--- src/rtl/fizzbuzz_pkg.sv ---
// fizzbuzz_pkg: shared state, line-kind, LIMIT-range and BCD helper definitions for fizzbuzz_ctrl
package fizzbuzz_pkg;
  typedef enum logic [2:0] {S_IDLE, S_INC, S_SETTLE, S_EMIT, S_DONE} state_t;
  localparam logic [1:0] KIND_NUM = 2'd0;
  localparam logic [1:0] KIND_FIZZ = 2'd1;
  localparam logic [1:0] KIND_BUZZ = 2'd2;
  localparam logic [1:0] KIND_FIZZBUZZ = 2'd3;
  localparam int LIMIT_MIN = 1;
  localparam int LIMIT_MAX = 999;
  function automatic logic [9:0] bcd2bin(input logic [3:0] d2, input logic [3:0] d1, input logic [3:0] d0);
    return 10'(d2) * 10'd100 + 10'(d1) * 10'd10 + 10'(d0);
  endfunction
endpackage

--- src/rtl/fizzbuzz_ctrl_mod_counter.sv ---
// mod_counter: wrap-around modulo-M counter that advances when en is high
module mod_counter #(
  parameter int M = 3
) (
  input  logic                 clk,
  input  logic                 rst,
  input  logic                 en,
  output logic [$clog2(M)-1:0] cnt
);
  localparam int W = $clog2(M);
  localparam logic [W-1:0] TOP = W'(M - 1);
  logic [W-1:0] cnt_q, cnt_d;
  always_comb cnt_d = !en ? cnt_q : (cnt_q == TOP) ? '0 : cnt_q + W'(1);
  always_ff @(posedge clk) cnt_q <= rst ? '0 : cnt_d;
  assign cnt = cnt_q;
endmodule

--- src/rtl/fizzbuzz_ctrl.sv ---
// fizzbuzz_ctrl: FizzBuzz line sequencer over an external BCD counter; FIZZBUZZ_CHECK_EN adds a BCD-vs-binary checker on err
module fizzbuzz_ctrl
  import fizzbuzz_pkg::*;
#(
  parameter int LIMIT = 100
) (
  input  logic       clk,
  input  logic       rst,
  input  logic       start,
  input  logic [3:0] digit2,
  input  logic [3:0] digit1,
  input  logic [3:0] digit0,
  output logic       increment,
  output logic       line_valid,
  input  logic       line_ready,
  output logic [1:0] line_kind,
  output logic [3:0] line_d2,
  output logic [3:0] line_d1,
  output logic [3:0] line_d0,
  output logic       busy,
  output logic       done,
  output logic       err
);
  if (LIMIT < LIMIT_MIN || LIMIT > LIMIT_MAX) begin : g_bad_limit
    $error("fizzbuzz_ctrl: LIMIT must be within 1..999");
  end
  localparam logic [9:0] LIM = 10'(LIMIT);
  state_t state_q, state_d;
  logic [9:0] n_q, n_d;
  logic [1:0] kind_q, kind_d;
  logic [3:0] d2_q, d2_d, d1_q, d1_d, d0_q, d0_d;
  logic [1:0] mod3;
  logic [2:0] mod5;
  logic inc, m3z, m5z;
  assign inc = state_q == S_INC;
  assign m3z = mod3 == 2'd0;
  assign m5z = mod5 == 3'd0;
  mod_counter #(.M(3)) u_mod3 (.clk(clk), .rst(rst), .en(inc), .cnt(mod3));
  mod_counter #(.M(5)) u_mod5 (.clk(clk), .rst(rst), .en(inc), .cnt(mod5));
  always_comb begin
    state_d = state_q;
    n_d = inc ? n_q + 10'd1 : n_q;
    kind_d = kind_q;
    d2_d = d2_q;
    d1_d = d1_q;
    d0_d = d0_q;
    case (state_q)
      S_IDLE: state_d = start ? S_INC : S_IDLE;
      S_INC: state_d = S_SETTLE;
      S_SETTLE: begin
        state_d = S_EMIT;
        kind_d = (m3z && m5z) ? KIND_FIZZBUZZ : m3z ? KIND_FIZZ : m5z ? KIND_BUZZ : KIND_NUM;
        d2_d = digit2;
        d1_d = digit1;
        d0_d = digit0;
      end
      S_EMIT: state_d = !line_ready ? S_EMIT : (n_q == LIM) ? S_DONE : S_INC;
      default: state_d = state_q;
    endcase
  end
  always_ff @(posedge clk) begin
    if (rst) begin
      state_q <= S_IDLE;
      n_q <= '0;
      kind_q <= KIND_NUM;
      d2_q <= '0;
      d1_q <= '0;
      d0_q <= '0;
    end else begin
      state_q <= state_d;
      n_q <= n_d;
      kind_q <= kind_d;
      d2_q <= d2_d;
      d1_q <= d1_d;
      d0_q <= d0_d;
    end
  end
  assign increment = inc;
  assign line_valid = state_q == S_EMIT;
  assign busy = state_q == S_INC || state_q == S_SETTLE || state_q == S_EMIT;
  assign done = state_q == S_DONE;
  assign line_kind = kind_q;
  assign line_d2 = d2_q;
  assign line_d1 = d1_q;
  assign line_d0 = d0_q;
`ifdef FIZZBUZZ_CHECK_EN
  logic chk_q, chk_d, err_q, err_d;
  always_comb begin
    chk_d = state_q == S_SETTLE && bcd2bin(digit2, digit1, digit0) != n_q;
    err_d = err_q | chk_q;
  end
  always_ff @(posedge clk) begin
    chk_q <= rst ? 1'b0 : chk_d;
    err_q <= rst ? 1'b0 : err_d;
  end
  assign err = err_q;
`else
  assign err = 1'b0;
`endif
endmodule

--- config.mk ---
export PLATFORM = sky130hd
export DESIGN_NAME = fizzbuzz_ctrl
export DESIGN_NICKNAME = d
export VERILOG_FILES = /design/src/rtl/fizzbuzz_pkg.sv /design/src/rtl/fizzbuzz_ctrl_mod_counter.sv /design/src/rtl/fizzbuzz_ctrl.sv
export SDC_FILE = /design/constraint.sdc
export NUM_CORES = 1
export LEC_CHECK = 0
export ABC_CLOCK_PERIOD_IN_PS = 1610
export CAP_MARGIN = 20
export CORE_ASPECT_RATIO = 1.4
export CORE_MARGIN = 2
export CORE_UTILIZATION = 30
export CTS_BUF_LIST = sky130_fd_sc_hd__clkbuf_8
export CTS_CLUSTER_SIZE = 30
export DETAILED_ROUTE_END_ITERATION = 16
export PLACE_DENSITY_LB_ADDON = 0.15
export RECOVER_POWER = 100
export SLEW_MARGIN = 20
export SYNTH_ARGS = -nofsm -noshare
export SYNTH_HDL_FRONTEND = slang
export SYNTH_SLANG_ARGS = --single-unit
--- constraint.sdc ---
create_clock -name clk -period 1.61 [get_ports clk]
set_input_delay 0.161 -clock clk [delete_from_list [all_inputs] [get_ports clk]]
set_output_delay 0.161 -clock clk [all_outputs]
set_load 0.02 [all_outputs]
After elaboration in Yosys (flattened, before gate mapping)
Cells that the tools add are included.
- input bits: 16
- register bits after elaboration: 32
- multiplexer cells: 9
- add/subtract/negate cells: 3
- equality and inequality tests: 7
- reduce and logical (&&, ||, !) cells: 7
- operators by type and width (operator ; number):
    $pmux W3 S4 ; 1
    $add A10 B1 Y10 const B ; 1
    $eq A10 B7 Y1 const B ; 1
    $mux W3 ; 3
    $mux W2 ; 4
    $eq A3 B2 Y1 const B ; 2
    $eq A3 B3 Y1 const B ; 2
    $logic_not A3 Y1 ; 2
    $reduce_bool A4 Y1 ; 1
    $add A3 B1 Y3 const B ; 1
    $eq A3 B1 Y1 const B ; 1
    $add A2 B1 Y2 const B ; 1
    $eq A2 B2 Y1 const B ; 1
    $logic_not A2 Y1 ; 1
    $logic_or A1 B1 Y1 ; 2
    $logic_and A1 B1 Y1 ; 1
    $mux W1 ; 1

Logic depth before layout (Yosys ltp)
- depth after elaboration: 4
- depth in mapped cells: 6
- depth with buffers taken out: 5

Modules after synthesis
Synthesis repeated with hierarchy kept, for this count alone.
- cell total of the unflattened synthesis: 169
- area total of the unflattened synthesis: 1422.6 um^2
- by module, submodules not included (module ; area each (um^2) ; cells each ; times used):
    fizzbuzz_ctrl ; 1189.9 ; 144 ; 1
    mod_counter (u_mod5) ; 153.9 ; 17 ; 1
    mod_counter (u_mod3) ; 78.8 ; 8 ; 1

Worst setup path after synthesis
Ideal clock, no wire load.
- path type: reg2reg
- from: reg n_q[3]
- to: reg state_q[2]
- data required time: 1544 ps
- buffers on the path: 0
- slack: 74 ps
- period minus slack after synthesis: 1536 ps
- arrival: 1470 ps
- library setup time: 66 ps
- stages on the path, launching flop included: 4
- cells stage by stage: dfxtp_1 or4_4 or4_4 a21oi_2
- cells in the longest elaborated chain, start to end: 4
- RTL lines (what ; line ; source):
    start: declaration ; fizzbuzz_ctrl.sv:29 ; logic [9:0] n_q, n_d;
    start signal: assignment ; fizzbuzz_ctrl.sv:71 ; n_q <= n_d;
    $eq A10 B7 Y1 ; fizzbuzz_ctrl.sv:57 ; S_EMIT: state_d = !line_ready ? S_EMIT : (n_q == LIM) ? S_DONE : S_INC;
    $mux W3 (2 in series) ; fizzbuzz_ctrl.sv:57 ;
    $pmux W3 S4 ; fizzbuzz_ctrl.sv:47 ; case (state_q)
    end signal: assignment ; fizzbuzz_ctrl.sv:70 ; state_q <= state_d;
    end: declaration ; fizzbuzz_ctrl.sv:28 ; state_t state_q, state_d;
No other way between the ends.
A chain may end at the register's enable or synchronous reset.

Worst setup path after layout
Ends and elaborated chain as after synthesis.

==> metrics.md <==
| Metric | Value |
|---|---|
| Clock-pin slew on the worst setup and hold paths | roughly 70 ps |
| Avg Inst Size Synth | 8.10 um^2 |
| Htree depth | 2 |
| Setup CP Type | reg -> reg |
| Final nets | 242 |
| Pwr dens | 965 nW/um^2 |
| FF+latch area | between 600 and 700 um^2 |
| WL final | 3.27 mm |
| Top cells by area, synth | dfxtp_1 44%, nand2_1 11%, a21oi_1 8.3%, ha_1 3.5%, mux2_2 3.1% |
| Final setup violation count | 0 |
| FF-to-FF End | state_q[2]$_SDFFE_PP0P_ |
| # diodes | 0 |
| Fin crit share | 97.0% |
| Syn. warnings | 0 |
| Synthesized flop and latch total | 32 |
| Die area | 5390 um^2 |
| Core Footprint | around 4600 um^2 |
| Post-synth top cells | 42 x nand2_1, 32 x dfxtp_1, 24 x a21oi_1 |
| Endpoint class of the critical path | flop |
| Detailed-route DRC error count | 0 |
| Vias | 1300 |
| Compound-Gate Fraction of Synth Area | 12.5% |
| Vias in the first global route | 1198 |
| Worst R2R Start | n_q[3]$_SDFFE_PP0P_ |
| Leakage | about 0.77 nW |
| Post-synthesis adder-cell area fraction | ~3.5% |
| Multi-input gate area | 731 um^2 |
| Routed Antenna Nets | 0 |
| Setup Skew | 7.35 ps |
| First-pass GRT wire length | 5.30 mm |
| Worst Path Arrival | 1780 ps |
| Post-Synth Simple-Gate Area | 28.7% |
| Main combinational cell family by area after synthesis | simple AND/OR/NAND/NOR gates |
| CTS Buf Count | 5 |
| Initial antenna violation count | 0 |
| Fill cells | 464 |
| Startpoint types | flop |
| CTS tree | done |
| Clk buf depth | 2 |
| Yosys cell types | 35 |
| Worst EP required | 1830 ps |
| GPL Wtd Cong | 0.814 |
| Routed len/inst | 11.5 um |
| HPWL after DPL | approximately 2.5 mm |
| Final hold violation count | 0 |
| Critical Path End | state_q[2]$_SDFFE_PP0P_ |
| Clock Latency Late Sink | 280 ps |
| Total power draw | ~0.002 W |
| Area share of the largest cell type after synthesis | 44.4% |
| Die width | 62.6 um |
| Hold slack | 426 ps |
| Core Util, Final | 44.1% |
| Grt total ovfl | 0 |
| R2R setup slack | 50 ps |
| Max IR drop VDD | 0.451 mV |
| Post-synth top area cell | dfxtp_1 |
| Post-cts hold buffer count | 0 |
| 1st-pass router iterations | 4 |
| Launch point of the worst path | n_q[3]$_SDFFE_PP0P_ |
| Top-count cell post-synth | nand2_1 |
| Port bufs | 33 |
| Layout Cell Area excl Fill | 2020 um^2 |
| Layout Cells excl Fill | between 200 and 300 |
| Largest net degree at the start of global routing | 15 |
| Max Fclk | 640 MHz |
| IO Pins | 35 |
| Total global-route track usage | 12.5% |
| Tmin final | 1560 ps |
| CP Max Fanout | 2 |
| DR iter-0 viols | 34 |
| Initial core utilization | 31.6% |
| Post-synth ARST share | 0% |
| Post-synthesis mux area share | 3.82% |
| FF-to-FF path depth | 3 |
| # Post-CTS Setup Buffers | 0 |
| Final Max Slew Viols | 0 |
| Mapped Area | 1440 um^2 |
| RSZ-0062 raised after global routing | no |
| Die Ht | 86.1 um |
| Primary FF master, synth | dfxtp_1 |
| Via-per-instance ratio | between 4 and 5 |
| Clock root buffer | clkbuf_8 |
| Seq/Total Area, Yosys | 44.4% |
| Status | finished, final reports clean |
| Mapped Cells | around 180 |
| Share of cells above drive strength 1 | 16.1% |
| EDFF count, synth | 0 |
| Synthesis-to-finish area growth | 39.7% |
| Xor and xnor fraction of the mapped netlist area | less than 1% |
| Placed cell count | between 200 and 300 |
| Clk sink count | 32 |
| Worst min path class | in -> reg |
| Syn_nets | 198 |
| Max-cap violations | 0 |
| Dpl cell area | 1910 um^2 |
| Row count | 29 |
## cell usage in the layout (no fill, tap or decap), types with 2 or more instances in the layout
cell              n
dlygate4sd3_1    14
clkbuf_8          5
or4_1             2
nor4_1            2
nand2_1          42
clkbuf_2          2
a21oi_1          24
or3b_2            2
clkdlybuf4s50_1  15
o31ai_1           2
nor2b_1           5
clkbuf_1          2
nor2_1           10
o21bai_1          2
buf_4            14
dfxtp_1          32
inv_1             6
nand4_1           2
mux2_2            4
nor3_1            2
o21ai_0           3
ha_1              4
nand3b_1          3
nand3_1           5
## sequential cells by signal, summed over array words and instances (netlist names)
name / flops
u_mod3.cnt: 2
n_q: 10
line_kind: 2
state_q: 3
line_d1: 4
line_d2: 4
u_mod5.cnt: 3
line_d0: 4
## report_power, final
part           internal [W]  leakage [nW]  switching, W
clock              0.000457        0.0541      0.000297
sequential         0.000835         0.260     0.0000245
combinational      0.000153         0.454      0.000178
## final cells by class
cell class | instances | area share (%)
inverters | 7 | 1.30
clock buffers | 5 | 3.41
repair buffers | 49 | 21.3
multi-input cells | 127 | 36.3
clock inverters | 3 | 2.11
well taps | 62 | 3.85
flip-flops and latches | 32 | 31.8
## repair_timing
action                                  CTS  global route
pin swaps                                 0             0
gates resized for setup                   7             7
endpoints found under the setup margin    4             7
## per-stage QoR
stage | setup TNS (ps) | worst slack (ps)
3_5_place_dp | -20.7 | -20.7
4_1_cts | 0 | 23.0
5_1_grt | 0 | 8.96
6_report | 0 | 48.0
2_1_floorplan | 0 | 74.0
3_3_place_gp | -25.4 | -25.4
## per-layer routing
metal	GRT usage, %	part of all wire [%]	vias up
met3	3.67	4.9	6
met1	12.3	42	577
met4	6.67	2.1	0
li1	-	-	685
met2	23.4	51	32
met5	0	0	-
## worst min-delay path by stage
stage / start / to / slack, ps / cells past startpoint
after CTS: digit0[0] / line_d0[0]$_SDFFE_PP0P_ / 420 / 3
after global placement: line_kind[1]$_SDFFE_PP0P_ / line_kind[1]$_SDFFE_PP0P_ / 440 / 2
after global routing: digit1[3] / line_d1[3]$_SDFFE_PP0P_ / 440 / 3
after floorplan: digit2[0] / line_d2[0]$_SDFFE_PP0P_ / 300 / 2
final: digit0[0] / line_d0[0]$_SDFFE_PP0P_ / 430 / 3
after detailed placement: line_d0[1]$_SDFFE_PP0P_ / line_d0[1]$_SDFFE_PP0P_ / 450 / 2
## worst max-delay path, stage by stage, from the launching register on
cell and delay, ps:
dfxtp_1 310, or4_1 550, or4_4 500, a21oi_2 150
## kinds of logic (layout without fill, tap and decap cells)
family,after synthesis,count (layout)
xor gates and xnor gates,1,1
AOI/OAI and AO/OA,33,33
DFF,32,32
adders and majority gates,4,4
muxes,5,5
buffers and inverters,19,64
other,1,1
and+or+nand+nor,83,83
(Power assumes the default switching activity.)
